File: src/rtl/mem_init_arb.sv
// Init sequencer and two-master round-robin arbiter for one single-port synchronous memory.
// Optional build macro MEM_INIT_ARB_READBACK_EN adds a readback check of the init table.

package mem_pkg;
  localparam int IV_MAX = 8;
  // Entry format: {addr[15:0], data[31:0]}
  localparam logic [47:0] mem_iv [IV_MAX] = '{
    48'h0000_AAAAAAAA,
    48'h0001_55555555,
    48'h0002_00000000,
    48'h0003_FFFFFFFF,
    48'h0004_77777777,
    48'h0005_88888888,
    48'h0006_EEEEEEEE,
    48'h0007_11111111
  };
endpackage

// state    | meaning
// INIT_WR  | writing one table entry per cycle
// INIT_CHK | reading back one table address per cycle (readback build only)
// CHK_WAIT | draining the final readback compare
// RUN      | init complete, masters arbitrated onto the memory port
module mem_init_arb #(
  parameter int ADDR_W = 16,
  parameter int DATA_W = 32,
  parameter int IV_N   = 8
) (
  input  logic              clk,
  input  logic              resetn,
  input  logic              m0_req,
  input  logic              m0_we,
  input  logic [ADDR_W-1:0] m0_addr,
  input  logic [DATA_W-1:0] m0_wd,
  output logic              m0_gnt,
  output logic              m0_rvalid,
  output logic [DATA_W-1:0] m0_rd,
  input  logic              m1_req,
  input  logic              m1_we,
  input  logic [ADDR_W-1:0] m1_addr,
  input  logic [DATA_W-1:0] m1_wd,
  output logic              m1_gnt,
  output logic              m1_rvalid,
  output logic [DATA_W-1:0] m1_rd,
  output logic [ADDR_W-1:0] mem_addr,
  output logic              mem_we,
  output logic [DATA_W-1:0] mem_wd,
  output logic              mem_re,
  input  logic [DATA_W-1:0] mem_rd,
  output logic              init_done,
  output logic              init_err
);

  localparam logic [1:0] INIT_WR  = 2'd0;
  localparam logic [1:0] INIT_CHK = 2'd1;
  localparam logic [1:0] CHK_WAIT = 2'd2;
  localparam logic [1:0] RUN      = 2'd3;

`ifdef MEM_INIT_ARB_READBACK_EN
  localparam logic [1:0] AFTER_WR = INIT_CHK;
`else
  localparam logic [1:0] AFTER_WR = RUN;
`endif

  localparam int IDX_W = (IV_N > 1) ? $clog2(IV_N) : 1;
  localparam logic [IDX_W-1:0] IDX_LAST = IDX_W'(IV_N - 1);

  logic [1:0]        state;
  logic [IDX_W-1:0]  idx;
  logic [47:0]       iv_ent;
  logic              init_we_q;
  logic              init_re_q;
  logic [ADDR_W-1:0] init_addr_q;
  logic [DATA_W-1:0] init_wd_q;
  logic              init_done_q;
  logic              rr_q;
  logic              rv0_q;
  logic              rv1_q;
  logic [DATA_W-1:0] hold0_q;
  logic [DATA_W-1:0] hold1_q;

  assign iv_ent = mem_pkg::mem_iv[idx];

  always_ff @(posedge clk or negedge resetn) begin
    if (!resetn) begin
      state       <= INIT_WR;
      idx         <= '0;
      init_we_q   <= 1'b0;
      init_re_q   <= 1'b0;
      init_addr_q <= '0;
      init_wd_q   <= '0;
      init_done_q <= 1'b0;
    end else begin
      case (state)
        INIT_WR: begin
          init_we_q   <= 1'b1;
          init_re_q   <= 1'b0;
          init_addr_q <= iv_ent[32 +: ADDR_W];
          init_wd_q   <= iv_ent[0 +: DATA_W];
          if (idx == IDX_LAST) begin
            idx   <= '0;
            state <= AFTER_WR;
          end else begin
            idx <= idx + 1'b1;
          end
        end
        INIT_CHK: begin
          // init_wd_q carries the expected data into the compare pipeline
          init_we_q   <= 1'b0;
          init_re_q   <= 1'b1;
          init_addr_q <= iv_ent[32 +: ADDR_W];
          init_wd_q   <= iv_ent[0 +: DATA_W];
          if (idx == IDX_LAST) begin
            idx   <= '0;
            state <= CHK_WAIT;
          end else begin
            idx <= idx + 1'b1;
          end
        end
        CHK_WAIT: begin
          init_we_q <= 1'b0;
          init_re_q <= 1'b0;
          state     <= RUN;
        end
        RUN: begin
          init_we_q   <= 1'b0;
          init_re_q   <= 1'b0;
          init_done_q <= 1'b1;
        end
        default: state <= INIT_WR;
      endcase
    end
  end

`ifdef MEM_INIT_ARB_READBACK_EN
  logic              cmp_v_q;
  logic [DATA_W-1:0] cmp_exp_q;
  logic              err_q;

  // mem_rd is valid the cycle after mem_re, so compare one cycle behind the read
  always_ff @(posedge clk or negedge resetn) begin
    if (!resetn) begin
      cmp_v_q   <= 1'b0;
      cmp_exp_q <= '0;
      err_q     <= 1'b0;
    end else begin
      cmp_v_q   <= init_re_q;
      cmp_exp_q <= init_wd_q;
      if (cmp_v_q && (mem_rd != cmp_exp_q)) err_q <= 1'b1;
    end
  end

  assign init_err = err_q;
`else
  assign init_err = 1'b0;
`endif

  assign init_done = init_done_q;

  // rr_q names the last granted master; 1 = m1 so m0 wins the first tie
  assign m0_gnt = init_done_q & m0_req & (~m1_req | rr_q);
  assign m1_gnt = init_done_q & m1_req & (~m0_req | ~rr_q);

  always_comb begin
    mem_addr = '0;
    mem_wd   = '0;
    mem_we   = 1'b0;
    mem_re   = 1'b0;
    if (!init_done_q) begin
      mem_addr = init_addr_q;
      mem_wd   = init_wd_q;
      mem_we   = init_we_q;
      mem_re   = init_re_q;
    end else if (m0_gnt) begin
      mem_addr = m0_addr;
      mem_wd   = m0_wd;
      mem_we   = m0_we;
      mem_re   = ~m0_we;
    end else if (m1_gnt) begin
      mem_addr = m1_addr;
      mem_wd   = m1_wd;
      mem_we   = m1_we;
      mem_re   = ~m1_we;
    end
  end

  always_ff @(posedge clk or negedge resetn) begin
    if (!resetn) begin
      rr_q    <= 1'b1;
      rv0_q   <= 1'b0;
      rv1_q   <= 1'b0;
      hold0_q <= '0;
      hold1_q <= '0;
    end else begin
      if (m0_gnt || m1_gnt) rr_q <= m1_gnt;
      rv0_q <= m0_gnt & ~m0_we;
      rv1_q <= m1_gnt & ~m1_we;
      if (rv0_q) hold0_q <= mem_rd;
      if (rv1_q) hold1_q <= mem_rd;
    end
  end

  assign m0_rvalid = rv0_q;
  assign m1_rvalid = rv1_q;
  assign m0_rd     = rv0_q ? mem_rd : hold0_q;
  assign m1_rd     = rv1_q ? mem_rd : hold1_q;

endmodule

File: config.mk
export PLATFORM = sky130hd
export DESIGN_NAME = mem_init_arb
export DESIGN_NICKNAME = d
export VERILOG_FILES = /design/src/rtl/mem_init_arb.sv
export SDC_FILE = /design/constraint.sdc
export NUM_CORES = 1
export LEC_CHECK = 0
export ABC_CLOCK_PERIOD_IN_PS = 2700
export CORE_UTILIZATION = 30
export DETAILED_ROUTE_END_ITERATION = 10
export PLACE_DENSITY = 0.72
export SLEW_MARGIN = 20
export SYNTH_ARGS = -nofsm -noshare
export SYNTH_HDL_FRONTEND = slang
export SYNTH_SLANG_ARGS = --single-unit
File: constraint.sdc
create_clock -name clk -period 2.7 [get_ports clk]
set_input_delay 0.54 -clock clk [delete_from_list [all_inputs] [get_ports clk]]
set_output_delay 0.54 -clock clk [all_outputs]
set_load 0.01 [all_outputs]
==> impl_metrics.csv <==
group,metric,value,unit
floorplan,start_util,31.3,%
synth,syn-num-nets,410,
run_status,status,"complete, no violations",
hold_path,hold_class,"input pin to async pin",
timing,finalMaxSlewViolations,0,
clocking,clock_sinks,82,
route,route.detailed.drc,0,
route,drtIter0Drc,190,
timing,fin_skew,0.00438,ns
clocking,clk_latency,0.32,ns
critical_path,crit_end,"mem_wd[16]",
route,vias,3368,
pwr,switching_share,26.4,%
synth,yosys_register_bits,82,
finish,antennaDiodeCount,0,
place,dp_cells,679,
finish,layout.cells.non_filler,701,
place,hpwl,9.83,mm
pwr,irDropWorstVdd,0.000385,V
critical_path,crit_arrival,2.04,ns
floorplan,ioPinCount,254,
finish,drive_gt1_share,27.6,%
critical_path,slowest_delay,0.49,ns
pwr,intPower,2.93,mW
critical_path,r2r-start,"rr_q$_DFFE_PN1P_",
timing,max_slew_margin,51.4,%
finish,area_growth,78.8,%
timing,worstMarginPinSlew,0.729,ns
critical_path,startpoint,"init_done$_DFFE_PN0N_",
synth,synthCells,273,
critical_path,slowest_stage,"dfrtp_2",
clocking,cts_inserted_buffers,9,
critical_path,r2r_end,"m0_rvalid$_DFF_PN0_",
pwr,powerDensity,579,nW/um^2
place,preCtsSetupSlack,-0.249,ns
floorplan,rows,40,
grt,grt_pass1_vias,3599,
pwr,power.switching,1.05,mW
critical_path,cp_top_family,"buffers and inverters",
clocking,clockBufferDepth,2,
timing,fin_ws,0.125,ns
clocking,htreeDepth,3,
critical_path,cp-start-kind,"register",
clocking,tritoncts,"built",
timing,fmax,388,MHz
critical_path,path_depth,7,
synth,syn_area,3840,um^2
floorplan,core-area,12300,um^2
critical_path,worstPathCellList,"buf_6, nand2_4, a21oi_4, buf_12, bufbuf_16, a221o_2, clkdlybuf4s15_2",
timing,period_needed,2.58,ns
grt,antenna_found_initial,0,
route,wl,13.2,mm
grt,grt_usage,20.3,%
critical_path,r2r_slack,1.31,ns
place,place_area,6520,um^2
grt,gr-total-overflow,0,
timing,finalHoldViolCount,0,
timing,rsz0062_at_grt,"no",
timing,finalCritPeriodShare,95.4,%
place,routabilityCongestion,0.894,
floorplan,die_w,115,um
timing,setup_viol_count_final,0,
pwr,pwr-share-comb,35.5,%
finish,fin_nets,666,
route,wl_per_cell,18.8,um
floorplan,die_h,115,um
grt,grt_max_degree,83,
route,ant_nets,0,
critical_path,cp_max_fo,11,
pwr,p_leak,2.96,nW
synth,yosysUniqueCellTypes,33,
synth,yosysSeqAreaShare,53.5,%
route,firstDrtPassIters,4,
synth,syn_avg_cell_area,14.1,um^2
synth,synth_warnings,0,
critical_path,crit_buf_inv,4,
finish,stdcell_area,6870,um^2
critical_path,crit_required,2.16,ns
timing,whs,0.257,ns
clocking,cts_hold_buf,0,
critical_path,reg2reg_depth,6,
clocking,root_buffer,"clkbuf_16",
critical_path,worst_setup_path_end_kind,"output port",
timing,final.setup.tns,0,ns
pwr,report.power.total,3.98,mW
grt,grt_pass1_wl,20.3,mm
pwr,p_clk_share,27.4,%
floorplan,dieArea,13300,um^2
flow_run,drv_cap,0,
critical_path,path_class,"register to output port",
clocking,clk_pin_slew,0.06,ns
place,io_buffers,252,
pwr,p_seq_share,37.2,%
finish,final_util,56.0,%
route,via_per_inst,4.80,
registers in the layout, summed over array words and instances (netlist names):
signal,cells
init_addr_q,3
m0_rvalid,1
init_done,1
idx,3
rr_q,1
init_wd_q,4
init_re_q,1
hold0_q,32
init_we_q,1
state,2
m1_rvalid,1
hold1_q,32
cell families (layout without fill, tap and decap cells):
group                    after synthesis  in the layout  share of synthesized area [%]
multiplexers                          69             69                           20.2
buffers and inverters                 30            290                           5.31
XOR/XNOR                               2              2                          0.456
flip-flops                            82             82                           53.5
AND/OR/NAND/NOR                       26             26                           3.88
AO/OA/AOI/OAI                         60             60                           15.6
adder cells (fa/ha/maj)                3              3                          0.977
other                                  1              1                         0.0976
metal layers:
layer,global-route usage (%),share of wire (%)
met5,0,0
met4,5.28,1.8
met3,6.11,7.4
met2,32.6,48
met1,26.8,43
power by group through the flow:
stage / clock network [mW] / logic [mW] / registers [mW]
3_3_place_gp: 0 / 1.40 / 1.49
2_1_floorplan: 0 / 0.574 / 1.48
4_1_cts: 1.12 / 1.42 / 1.48
6_report: 1.09 / 1.41 / 1.48
5_1_grt: 1.19 / 1.50 / 1.50
3_5_place_dp: 0 / 1.43 / 1.51
layout by cell type (no fill, tap or decap), drive strengths merged, types with 2 or more instances in the layout:
cell and count:
clkdlybuf4s50 198, dfrtp 81, mux2 68, dlygate4sd2 40, a221o 37, buf 22
a22o 13, clkbuf 10, nand2 7, and2b 6, inv 6, o21ai 5
clkdlybuf4s15 5, nor2 4, clkinv 4, a21oi 4, ha 3, dlymetal6s2s 3
nor2b 2, and2 2, nand2b 2
worst min path at each step:
stage | start | slack [ns] | endpoint | cells past startpoint
floorplan | resetn | 0.24 | hold0_q[0]$_DFF_PN0_ | 0
global placement | init_wd_q[28]$_DFFE_PN0P_ | 0.46 | init_wd_q[28]$_DFFE_PN0P_ | 2
detailed placement | hold1_q[12]$_DFF_PN0_ | 0.47 | hold1_q[12]$_DFF_PN0_ | 1
CTS | resetn | 0.43 | hold0_q[18]$_DFF_PN0_ | 1
global route | resetn | 0.31 | hold1_q[11]$_DFF_PN0_ | 1
finish | resetn | 0.26 | hold0_q[18]$_DFF_PN0_ | 1
synthesized netlist by cell type:
master,count,area [um^2]
mux2i_1,1,10.0
and3_1,1,6.26
xnor2_1,1,8.76
clkbuf_1,4,15.0
nand2b_1,2,12.5
and2b_1,6,45.0
xor2_1,1,8.76
a21oi_1,2,10.0
a21oi_4,2,32.5
or2_2,1,6.26
nor3_1,1,5.00
inv_1,5,18.8
inv_2,1,3.75
buf_1,1,3.75
buf_6,10,113
nor2b_1,2,12.5
a21o_1,1,7.51
mux2_1,6,67.6
a22o_1,13,114
conb_1,1,3.75
a221o_2,33,372
nand2_1,6,22.5
buf_2,7,35.0
a221o_1,4,40.0
dfstp_2,1,26.3
o21ai_0,5,25.0
buf_4,2,15.0
nand2_4,1,11.3
and2_1,2,12.5
nor2_1,4,15.0
dfrtp_1,81,2030
mux2_2,62,698
ha_1,3,37.5
layout make-up:
type	instances	area, um^2
repair buffers	269	2720
inverters	6	22.5
multi-input cells	161	1590
clock buffers	10	239
well taps	168	210
clock inverters	5	31.3
fillers	1041	5390
flip-flops and latches	82	2050
what timing repair did:
action / in CTS / in global routing
endpoints found under the setup margin: 50 / 29
gates resized for setup: 79 / 5
setup buffers: 3 / 1
gates cloned: 3 / 0
Power figures use the tool's default switching activity.
==> patch 1: new RTL, same settings <==
Build with the macro `MEM_INIT_ARB_READBACK_EN` defined.
--- a/src/rtl/mem_init_arb.sv
+++ b/src/rtl/mem_init_arb.sv
@@ -1,5 +1,7 @@
 // Init sequencer and two-master round-robin arbiter for one single-port synchronous memory.
 // Optional build macro MEM_INIT_ARB_READBACK_EN adds a readback check of the init table.
+
+`define MEM_INIT_ARB_READBACK_EN
 
 package mem_pkg;
   localparam int IV_MAX = 8;
Behaviour: not the same (a bounded check fails within 10 cycles, from zero or initial values and one cycle with resetn low).
==> patch 1 against the original RTL <==
  * The flow now finishes with violations (negative setup slack)
  * Critical path depth unchanged
  * Setup slack got worse by 130 ps
  * Synthesized cell count rose by 28%
  * Sequential cell count is 6 higher
  * Area after synthesis rose by 8.6%
  * Sequential share of layout area is 0.32 points higher
  * Routed wire length grew 12%
  * Final area grew 6.1%
  * Power grew 3.6%
  * Critical path type is now input pin to output port
  * Largest power group unchanged
==> patch 1: results (changes against the original RTL) <==
Global route
  • Largest net degree at the start of global routing: 60 (was 83)
  • First-pass GRT wire length: 22120 um (was 20290 um)
  • GRT Total Usage: 20.34% (about the same)

Logic synthesis
  • Unique masters post-synth: 27 (was 33)
  • Multiplexer share of the synthesized area: 20.25% (was 20.20%)
  • Area share of xor/xnor cells in the synthesized design: 0.2100% (was 0.4560%)
  • Synth area leaders: dfrtp_1, mux2_2, a221oi_1 (was dfrtp_1, mux2_2, a221o_2)
  • Post-synthesis adder-cell area fraction: 2.100% (was 0.9772%)
  • Compound-Gate Fraction of Synth Area: 12.48% (was 15.64%)
  • Most frequent cells after synthesis: dfrtp_1, mux2_2, nor2_1 (was dfrtp_1, mux2_2, a221o_2)

Setup path
  • Max stage delay cell, worst path: clkdlybuf4s50_1 (was dfrtp_2)
  • Crit path launch type: input pin (was flop)
  • Crit Path Max Fanout: 36 (was 11)
  • Crit path DAT: 2160 ps (was 2040 ps)

Placement
  • Placed insts: 773 (was 679)
  • DPL Wire Length: 11330 um (was 9826 um)
  • Port Buffers: 253 (was 252)
  • Pre-CTS WS: -195.6 ps (was -248.6 ps)
  • Placer Congestion: 0.8873 (was 0.8935)
  • Placed cell area: 7032 sq um (was 6515 sq um)

Status
  • Failing checks: negative setup slack
  • Status: finished with violations (was finished clean)

STA
  • Final setup fails: 1 (was 0)
  • Final worst setup slack: -1.581 ps (was 124.9 ps)
  • Final TNS setup: -1.581 ps (was 0 ps)

Power
  • Gate power share: 33.6% (was 35.5%)
  • Max VDD drop: 0.2849 mV (was 0.3855 mV)

Layout
  • # fillers: 1186 (was 1041)
  • Layout cell share with drive strength beyond 1: 15.10% (was 27.58%)

Routing
  • Vias per Instance: 5.039 (was 4.805)
-- patch 1: cell types whose count changed after synthesis, moves of 8 or more --
cell,delta
nor2_1,+37
a221o_2,-33
a221oi_1,+32
mux2_2,-17
mux2_1,+16
buf_2,+11
o21ai_1,+11
buf_6,-10
nand4_1,+10
mux2i_1,+8
or4_1,+8
-- patch 1: what timing repair did --
item                                    CTS  global route
gates resized for setup                  56            10
buffers inserted                          3             0
endpoints found under the setup margin   50            16
hold buffers                              0             0
-- patch 1: final cells by class --
| type | count | area, sq um | share of cell area, % |
|---|---|---|---|
| Clock buffer | 14 | 274.0 | 3.760 |
| Tap cell | 176 | 220.2 | 3.022 |
| Timing Repair Buffer | 274 | 2686 | 36.86 |
| Clock inverter | 2 | 12.51 | 0.1717 |
| Inverter | 11 | 41.29 | 0.5666 |
| Sequential cell | 88 | 2203 | 30.24 |
| Multi-Input combinational cell | 227 | 1847 | 25.34 |
| Antenna cell | 1 | 2.502 | 0.03434 |
-- patch 1: worst paths after layout --
| path | startpoint | end | slack (ps) | cells past startpoint |
|---|---|---|---|---|
| worst max-delay path | m0_req | mem_wd[23] | -2 | 7 |
| worst min-delay path | resetn | hold1_q[30] | 280 | 1 |
| worst max register to register | state[1] | init_addr_q[2] | 870 | 4 |
| worst min register to register | init_wd_q[28] | cmp_exp_q[28] | 410 | 0 |
| max in group asynchronous | resetn | hold1_q[31] | 1650 | 2 |
| min in group clk | init_wd_q[28] | cmp_exp_q[28] | 410 | 0 |
-- patch 1: per-layer routing --
layer / up-vias / GRT usage (%) / wire [um]
met5: - / 0 / 0
met4: 0 / 8.438 / 444
met3: 24 / 4.800 / 1000
met2: 191 / 35.27 / 7521
met1: 1958 / 23.98 / 5809
li1: 1823 / - / -
==> patch 2: new RTL, same flow settings <==
Without the edit above. The parameter `ADDR_W` goes from 16 to 15.
--- a/src/rtl/mem_init_arb.sv
+++ b/src/rtl/mem_init_arb.sv
@@ -22,7 +22,7 @@
 // CHK_WAIT | draining the final readback compare
 // RUN      | init complete, masters arbitrated onto the memory port
 module mem_init_arb #(
-  parameter int ADDR_W = 16,
+  parameter int ADDR_W = 15,
   parameter int DATA_W = 32,
   parameter int IV_N   = 8
 ) (
Interface: changed (resized m0_addr, m1_addr and mem_addr); port bits go from 254 to 251. No check against the original RTL was run, so the function may have changed too.
==> patch 2 against the original RTL <==
  * Final area shrank 2.1%
  * Power grew 5.6%
  * Sequential cell count is the same
  * Area after synthesis shrank 0.65%
  * Sequential power is essentially flat
  * Routed wire length shrank 1.2%
  * Sequential share of layout area grew 0.63 points
  * Setup slack lost 15 ps
  * Largest power group unchanged
  * Highest routed layer unchanged
==> patch 2: results (changes against the original RTL) <==
Global route
  • GRT Total Usage: 19.51% (was 20.34%)
  • Vias in the first global route: 3529 (was 3599)
  • First-pass GRT wire length: 19200 um (was 20290 um)
  • Initial antenna violation count: 0 (unchanged)

Routing
  • Initial detailed-routing violation count: 231 (was 190)
  • Vias per Instance: 4.749 (was 4.805)
  • Routed len/inst: 18.82 um (was 18.81 um)

Logic synthesis
  • Area share of xor/xnor cells in the synthesized design: 0.4590% (was 0.4560%)
  • Unique masters post-synth: 32 (was 33)
  • Compound-Gate Fraction of Synth Area: 14.46% (was 15.64%)
  • Multiplexer share of the synthesized area: 20.33% (was 20.20%)
  • Avg Inst Size Synth: 14.03 sq um (was 14.07 sq um)
  • Most frequent cells after synthesis: dfrtp_1, mux2_2, a221o_1 (was dfrtp_1, mux2_2, a221o_2)
  • Post-synthesis adder-cell area fraction: 0.9836% (was 0.9772%)
  • Synth area leaders: dfrtp_1, mux2_2, a221o_1 (was dfrtp_1, mux2_2, a221o_2)

Power
  • Lkg Pwr: 0.002866 uW (was 0.002962 uW)
  • Max VDD drop: 0.4738 mV (was 0.3855 mV)
  • Pint: 3142 uW (was 2927 uW)

Placement
  • Port Buffers: 249 (was 252)
  • Placer Congestion: 0.8919 (was 0.8935)
  • DPL Wire Length: 9861 um (was 9826 um)
  • Placed cell area: 6439 sq um (was 6515 sq um)

Layout
  • Layout cell share with drive strength beyond 1: 20.23% (was 27.58%)
  • Fin nets: 654 (was 666)
  • # diodes: 0 (unchanged)

Clock network
  • Root Buffer: clkbuf_16 (unchanged)

STA
  • Rel. slew slack: 51.35% (was 51.43%)
  • Clock Skew: 5.860 ps (was 4.377 ps)

Setup path
  • R2R setup slack: 1330 ps (was 1310 ps)
  • Crit Path Max Fanout: 42 (was 11)

Status
  • Status: finished clean (unchanged)
## patch 2: metrics by stage
stage	hold WS (ps)	TNS, ps	worst slack (ps)	power [uW]	cells
2_1_floorplan	244.4	0	961.8	2049	272
3_3_place_gp	466.1	-6569	-200.0	2885	676
3_5_place_dp	468.8	-6235	-189.1	2911	676
4_1_cts	432.3	0	9.919	4252	692
5_1_grt	311.8	0	43.12	4393	692
6_report	249.8	0	110.4	4199	692
## patch 2: cells by family after synthesis
kind of cell | count (synthesis)
fa+ha+maj | 3
compound gates | 59
flops | 82
mux | 69
simple gates | 26
buf+inv | 30
other cells | 1
xor+xnor | 2
## patch 2: worst paths after layout
check,start,end,depth (start not counted)
min reg2reg,hold0_q[6],hold0_q[6],1
max reg2reg,idx[0],idx[0],4
max,m0_req,mem_wd[9],6
min,resetn,hold0_q[8],1
min in group clk,hold0_q[6],hold0_q[6],1
max in group asynchronous,resetn,hold0_q[0],1
## patch 2: timing repair
item | CTS | global route
gates resized for setup | 50 | 2
setup buffers | 0 | 0
setup endpoints to repair | 49 | 7
## patch 2: layout make-up
class	count	area, sq um
Multi-Input combinational cell	160	1558
Clock inverter	5	102.6
Fill cell	1110	5489
Sequential cell	82	2053
Clock buffer	11	232.7
Timing Repair Buffer	260	2544
Tap cell	168	210.2
Inverter	6	22.52
## patch 2: power by group through the flow
stage / logic (uW) / clock network (uW) / registers [uW]
finish: 1340 / 1380 / 1480
global route: 1430 / 1470 / 1500
CTS: 1360 / 1410 / 1480
detailed placement: 1410 / 0 / 1510
global placement: 1390 / 0 / 1490
floorplan: 566 / 0 / 1480
## patch 2: routing by layer
layer	GRT usage, %	vias to the layer above	wire, um
li1	-	1510	-
met5	0	-	0
met3	5.166	17	1073
met4	8.571	0	372
met1	21.86	1614	5026
met2	34.91	145	6553
